File: src/rtl/niosii_system_avm_read_timer.sv
// Stall counter for one Avalon read; expired pulses on the stalled cycle
// that brings the count to TIMEOUT_CYCLES.
module niosii_system_avm_read_timer #(
  parameter int unsigned TIMEOUT_CYCLES = 255
) (
  input  logic clock,
  input  logic reset,
  input  logic stalled,
  input  logic clear,
  output logic expired
);

  localparam logic [15:0] LIMIT = 16'(TIMEOUT_CYCLES);

  logic [15:0] cnt_q;
  logic [15:0] cnt_d;
  logic [15:0] cnt_inc;

  assign cnt_inc = cnt_q + 16'd1;

  always_comb begin
    cnt_d = cnt_q;
    if (clear) begin
      cnt_d = '0;
    end else if (stalled) begin
      cnt_d = cnt_inc;
    end
  end

  // Fire on the edge that reaches the limit so the read drops right away.
  assign expired = stalled && !clear && (cnt_inc == LIMIT);

  always_ff @(posedge clock) begin
    if (reset) begin
      cnt_q <= '0;
    end else begin
      cnt_q <= cnt_d;
    end
  end

endmodule

File: config.mk
export PLATFORM = sky130hd
export DESIGN_NAME = niosii_system_avm_read_timer
export DESIGN_NICKNAME = d
export VERILOG_FILES = /design/src/rtl/niosii_system_avm_read_timer.sv
export SDC_FILE = /design/constraint.sdc
export NUM_CORES = 1
export LEC_CHECK = 0
export ABC_AREA = 1
export BUFFER_PORTS_ARGS = -buffer_cell sky130_fd_sc_hd__buf_2
export CORE_MARGIN = 5
export CORE_UTILIZATION = 63
export DETAILED_ROUTE_END_ITERATION = 8
export PLACE_DENSITY_LB_ADDON = 0.2
export SYNTH_ARGS = -nofsm -noshare
export SYNTH_HDL_FRONTEND = slang
export SYNTH_SLANG_ARGS = --single-unit
File: constraint.sdc
create_clock -name clock -period 5.1 [get_ports clock]
set_input_delay 1.275 -clock clock [delete_from_list [all_inputs] [get_ports clock]]
set_output_delay 1.275 -clock clock [all_outputs]
set_load 0.02 [all_outputs]
==> results of run 1 <==
-- per-layer routing --
metal / vias to the layer above / wire (µm) / global-route usage / part of all wire
li1: 553 / - / - / -
met1: 447 / 978 / 0.2191 / 0.46
met2: 28 / 1013 / 0.3079 / 0.48
met3: 6 / 105 / 0.03846 / 0.049
met4: 0 / 34 / 0.08085 / 0.016
met5: - / 0 / 0 / 0
-- per-stage QoR --
step                setup slack, ns  power, µW  instances  cell area [µm²]  utilization
finish                        1.641      219.8        193             1087       0.7054
global route                  1.519      234.8        193             1087       0.7054
CTS                           1.638      222.1        193             1087       0.7054
detailed placement            1.669      157.1        190             1065       0.6907
global placement              1.684      156.2        190             1065       0.6907
floorplan                     1.713      152.0        174             1041            -
-- kinds of logic after synthesis --
family | after synthesis | share of synthesized area
xor+xnor | 1 | 0.008415
flops | 16 | 0.3077
fa+ha+maj | 2 | 0.02403
compound gates | 34 | 0.1695
simple gates | 86 | 0.3630
buf+inv | 35 | 0.1274
-- critical path: cells and delay by family --
| kind | cells | cell delay [ns] |
|---|---|---|
| buf+inv | 2 | 0.35 |
| simple gates | 6 | 0.55 |
-- final cells by class --
| type | instances | area, µm² |
|---|---|---|
| Multi-Input combinational cell | 123 | 588.1 |
| Fill cell | 142 | 454.2 |
| Sequential cell | 16 | 320.3 |
| Inverter | 31 | 116.4 |
| Clock buffer | 3 | 22.52 |
| Timing Repair Buffer | 4 | 20.02 |
| Tap cell | 16 | 20.02 |
-- power breakdown --
group	internal [µW]	leakage, µW	switching, µW
Clock	27.4	0.0000138	37.8
Combinational	6.92	0.000365	14.0
Sequential	129	0.000130	4.53
-- layout by cell type, fill, tap and decap left out, types with 2 or more instances in the layout --
| cell type | count |
|---|---|
| nor2_1 | 18 |
| nand3_1 | 7 |
| o21ai_0 | 16 |
| a21oi_1 | 14 |
| nand2_1 | 47 |
| nand4_1 | 4 |
| nand3b_1 | 2 |
| clkbuf_4 | 3 |
| ha_1 | 2 |
| nand2_2 | 2 |
| buf_2 | 4 |
| o21ai_1 | 2 |
| nor2_2 | 4 |
| inv_1 | 31 |
| dfxtp_1 | 16 |
-- synthesized netlist by cell type --
master and number:
nand2_1 47, inv_1 31, nor2_4 1, buf_2 1, nand3b_1 2, xor2_1 1, o21ai_0 16, clkbuf_1 3
dfxtp_1 16, nor2_1 18, a21oi_1 14, nor2_2 4, nand3_1 7, nand4_1 4, o21ai_1 2, nand3_2 1
o21ai_2 1, o211ai_1 1, nand2_2 2, ha_1 2
-- path summary, 6_finish.rpt --
kind | from | to | slack (ns) | cells past startpoint
max | stalled | expired | 1.64 | 8
max reg2reg | cnt_q[1]$_SDFFE_PP0P_ | cnt_q[14]$_SDFFE_PP0P_ | 3.61 | 8
min reg2reg | cnt_q[0]$_SDFFE_PP0P_ | cnt_q[0]$_SDFFE_PP0P_ | 0.54 | 2
min | cnt_q[0]$_SDFFE_PP0P_ | cnt_q[0]$_SDFFE_PP0P_ | 0.54 | 2
==> out/results.ini, run 1 <==
[clocking]
clk_pin_slew_ns = 0.09
htree_levels = 1
cts_hold_buf = 0
cts_root_buf = clkbuf_4
post_cts_buffers = 0
clock_path_buffers = 2
clock_latency_ns = 0.29
cts_resized = 0
cts_tree = done
cts_buffers = 3
clkSinkCount = 16

[detailed_routing]
firstDrtPassIters = 5
avgRoutedWirePerCell_um = 11.04
drt_iter0_markers = 30
postRouteAntennaNets = 0
routed_via_density = 5.358
num_vias = 1034
finalWirelength_um = 2131
post-route-drc-count = 0

[finish]
diodes = 0
largestRegisters = cnt_q: 16 flops
top_register = cnt_q
largest_reg_flops = 16
final_layout_size_suffix_gt1_frac = 0.09040
syn2layout_area_growth_pct = 4.447
final_net_count = 185

[yosys]
syn-instance-count = 174
yosysWarnings = 0
synth_top_area_share = 0.3077
syn_area_um2 = 1041
syn_nets = 180
synth_cell_types = 20
synth_seq_cells = 16
yosys.area.top_type = dfxtp_1
synth_seq_area_share = 0.3077
synth_area_per_cell_um2 = 5.983
synth.area.top_cells = dfxtp_1 (31%), nand2_1 (17%), inv_1 (11%), o21ai_0 (7.7%), a21oi_1 (6.7%)

[global_route]
grt-ovfl-total = 0
grt_pass1_wl_um = 3719
antenna_found_initial = 0
grt_pass1_vias = 916
grt_max_degree = 23
grt_use_total = 0.1825

[sta]
setup_viol = 0
slew_headroom = 0.6205
min_period_ns = 3.459
worst_pin_slew_ns = 0.5686
hold_ws_ns = 0.5375
grt_setup_unrepaired = no
fmax_mhz = 289.1
final.setup.tns_ns = 0
fin_skew_ns = 0.009549
finalHoldViolCount = 0
fin_crit_sh = 0.6783
drv_slew = 0

[floorplanning]
dieArea_um2 = 2565
core_um2 = 1541
die_w_um = 50.65
rows = 14
start_util = 0.6753
die_h_um = 50.65
ios = 5

[setup_path]
critPathMostFrequentCell = nor2_1
crit_arrival_ns = 2.18
crit_fanout = 11
end_kind = output port
timing.setup.critical_path_class = primary input to output port
start_kind = primary input
crit_slowest_cell = buf_2
slowest_delay_ns = 0.18
path_cells = buf_2 -> nand3_1 -> nor2_1 -> nand3b_1 -> nor2_1 -> nand3_1 -> nor2_1 -> buf_2
crit_required_ns = 3.83

[place]
routabilityCongestion = 0.8463
dp_hpwl_um = 1573
place.port_buffers = 4

[run]
drv_cap = 0

[power]
peakVddDrop_mv = 0.1739
p_per_area_nw_per_um2 = 202.1
power.leakage_uw = 0.0005088

[status]
status = finished clean

[min_path]
hp-class = flop to flop

Note: power is estimated with default switching activity, not from simulation.
==> run 2, diff against run 1 <==
--- a/config.mk
+++ b/config.mk
@@ -5,10 +5,10 @@
 export SDC_FILE = /design/constraint.sdc
 export NUM_CORES = 1
 export LEC_CHECK = 0
-export ABC_AREA = 1
+export ABC_AREA = 0
 export BUFFER_PORTS_ARGS = -buffer_cell sky130_fd_sc_hd__buf_2
 export CORE_MARGIN = 5
-export CORE_UTILIZATION = 63
+export CORE_UTILIZATION = 52
 export DETAILED_ROUTE_END_ITERATION = 8
 export PLACE_DENSITY_LB_ADDON = 0.2
 export SYNTH_ARGS = -nofsm -noshare
==> constraint.sdc (replaced) <==
create_clock -name clock -period 3.15 [get_ports clock]
set_input_delay 0.7875 -clock clock [delete_from_list [all_inputs] [get_ports clock]]
set_output_delay 0.7875 -clock clock [all_outputs]
set_load 0.02 [all_outputs]
==> run 2 against run 1 <==
Against the previous run: first-iteration DRC count shrank 30%; utilization shrank 13 points; synthesized cell count shrank 33%; power grew 59%; critical path type is now flop to output port; highest routed layer unchanged.
==> out/results.ini, run 2 <==
[status]
status = finished clean

[sta]
setup_viol = 0
drv_slew = 0
finalHoldViolCount = 0
final.setup.tns_ns = 0
fin_skew_ns = 0.001696
slew_headroom = 0.7242
grt_setup_unrepaired = no
fin_crit_sh = 0.9375
min_period_ns = 2.953
worst_pin_slew_ns = 0.4103
fmax_mhz = 338.6

[clocking]
clkSinkCount = 16
cts_root_buf = clkbuf_4
clock_path_buffers = 2
htree_levels = 1
clock_latency_ns = 0.28
cts_hold_buf = 0
cts_buffers = 3
cts_tree = done
clk_pin_slew_ns = 0.09
post_cts_buffers = 0
cts_resized = 0

[finish]
largestRegisters = cnt_q: 16 flops
top_register = cnt_q
diodes = 0
postLayoutCoreUtil = 0.5802
final_layout_size_suffix_gt1_frac = 0.1282
final_common_cell = nor2_1
largest_reg_flops = 16
final_net_count = 124
syn2layout_area_growth_pct = 6.166
layout_common_cells = nor2_1 (24), dfxtp_1 (16), nand2_1 (12)
fin_area_um2 = 991.0

[floorplanning]
rows = 15
core_um2 = 1708
ios = 5
die_w_um = 52.37
die_h_um = 52.37
dieArea_um2 = 2742
start_util = 0.5465

[yosys]
synth_seq_area_share = 0.3432
syn-instance-count = 116
synth_seq_cells = 16
ys_async_sr_fraction = 0
synth_cell_types = 33
synth.top_cells.by_count = nor2_1 (24), dfxtp_1 (16), nand2_1 (12), xor2_1 (11), nand3_1 (8)
yosysWarnings = 0
synth.area.top_cells = dfxtp_1 (34%), xor2_1 (10%), nor2_1 (9.7%), nand2_1 (4.8%), xnor2_1 (4.7%)
yosysMostFrequentCell = nor2_1
synth_top_area_share = 0.3432
syn_area_um2 = 933.4
synth_edf_count = 0
synth_top_flop_cell = dfxtp_1
yosys.area.top_type = dfxtp_1
syn_nets = 122
synth_area_per_cell_um2 = 8.047

[run]
drv_cap = 0

[global_route]
grt_max_degree = 17
grt_pass1_vias = 683
grt_use_total = 0.1506
grt_pass1_wl_um = 3042
antenna_found_initial = 0
grt-ovfl-total = 0

[min_path]
hp-class = flop to flop
worstHoldStart = cnt_q[1]$_SDFFE_PP0P_
min_to = cnt_q[1]$_SDFFE_PP0P_
hold_path_depth = 2

[detailed_routing]
avgRoutedWirePerCell_um = 11.81
finalWirelength_um = 1677
post-route-drc-count = 0
num_vias = 764
firstDrtPassIters = 6
postRouteAntennaNets = 0
routed_via_density = 5.380
drt_iter0_markers = 21

[place]
place.port_buffers = 4
dp_hpwl_um = 1183
place_area_um2 = 954.7
routabilityCongestion = 0.7772

[setup_path]
crit_fanout = 9
ff2ff_path_depth = 6
start_kind = flop
rr_endpoint = cnt_q[14]$_SDFFE_PP0P_
timing.setup.critical_path_class = flop to output port
end_kind = output port
crit_arrival_ns = 2.17
reg2reg_slack_ns = 1.43
r2r_start = cnt_q[0]$_SDFFE_PP0P_
crit_required_ns = 2.36

[power]
peakVddDrop_mv = 0.2309
power.leakage_uw = 0.0003337
p_per_area_nw_per_um2 = 353.4

## run 2: cell count changes in the layout (fill, tap and decap cells not counted), moves of 2 or more
cell / previous run / this run
nand2_1: 47 / 12
inv_1: 31 / 2
o21ai_0: 16 / 1
a21oi_1: 14 / 1
xor2_1: 1 / 11
nor2_1: 18 / 24
xnor2_1: 0 / 5
nor2_2: 4 / 0
nor4_1: 0 / 3
nor4_2: 0 / 3
nand2_2: 2 / 0
nand3b_1: 2 / 0
nand4_1: 4 / 2
## run 2: logic make-up (layout without fill, tap and decap cells)
| group | count (synthesis) | in the layout | share of synthesized area |
|---|---|---|---|
| AO/OA/AOI/OAI | 10 | 10 | 0.07775 |
| XOR/XNOR | 16 | 16 | 0.1501 |
| adder cells (fa/ha/maj) | 2 | 2 | 0.02681 |
| buffers and inverters | 9 | 10 | 0.04021 |
| flip-flops | 16 | 16 | 0.3432 |
| multiplexers | 1 | 1 | 0.01206 |
| AND/OR/NAND/NOR | 62 | 62 | 0.3499 |
## run 2: layer usage
metal | part of all wire | GRT usage
met2 | 0.45 | 0.2293
met3 | 0.029 | 0.03419
met1 | 0.51 | 0.1913
met5 | 0 | 0
met4 | 0.0095 | 0.08936
## run 2: report_power, final
group / switching [µW] / internal (µW) / leakage [µW]
Sequential: 1.81 / 203 / 0.000129
Clock: 63.5 / 70.4 / 0.0000210
Combinational: 6.95 / 4.29 / 0.000184
Total: 72.3 / 278 / 0.000334
## run 2: worst max-delay path by stage
stage	from	to	slack, ns	cells after the start
2_1_floorplan	stalled	expired	0.38	5
3_3_place_gp	stalled	expired	0.49	6
3_5_place_dp	stalled	expired	0.46	6
4_1_cts	cnt_q[5]$_SDFFE_PP0P_	expired	0.17	5
5_1_grt	cnt_q[0]$_SDFFE_PP0P_	expired	0.03	6
6_report	cnt_q[0]$_SDFFE_PP0P_	expired	0.20	6
## run 2: critical path, cell delays in order (launching register included)
cell	delay [ns]
dfxtp_1	0.43
ha_1	0.36
nand2_1	0.18
nor4_2	0.22
a31oi_1	0.14
a2111oi_2	0.33
buf_2	0.22
## run 2: final cells by class
class,instances,area (µm²)
sequential,16,320.3
timing repair buffer,4,20.02
multi-input combinational,91,575.6
clock buffer,4,36.28
tap,25,31.28
inverter,2,7.507
fill,174,716.9
## run 2: per-stage QoR
step                total power [µW]  worst slack, ns  hold WS [ns]  cells
floorplan                      218.1           0.3804        0.5070    116
global placement               221.0           0.4923        0.5310    138
detailed placement             221.2           0.4643        0.5460    138
CTS                            357.1           0.1724        0.5602    142
global route                   374.7          0.02583        0.5882    142
finish                         350.2           0.1970        0.5553    142
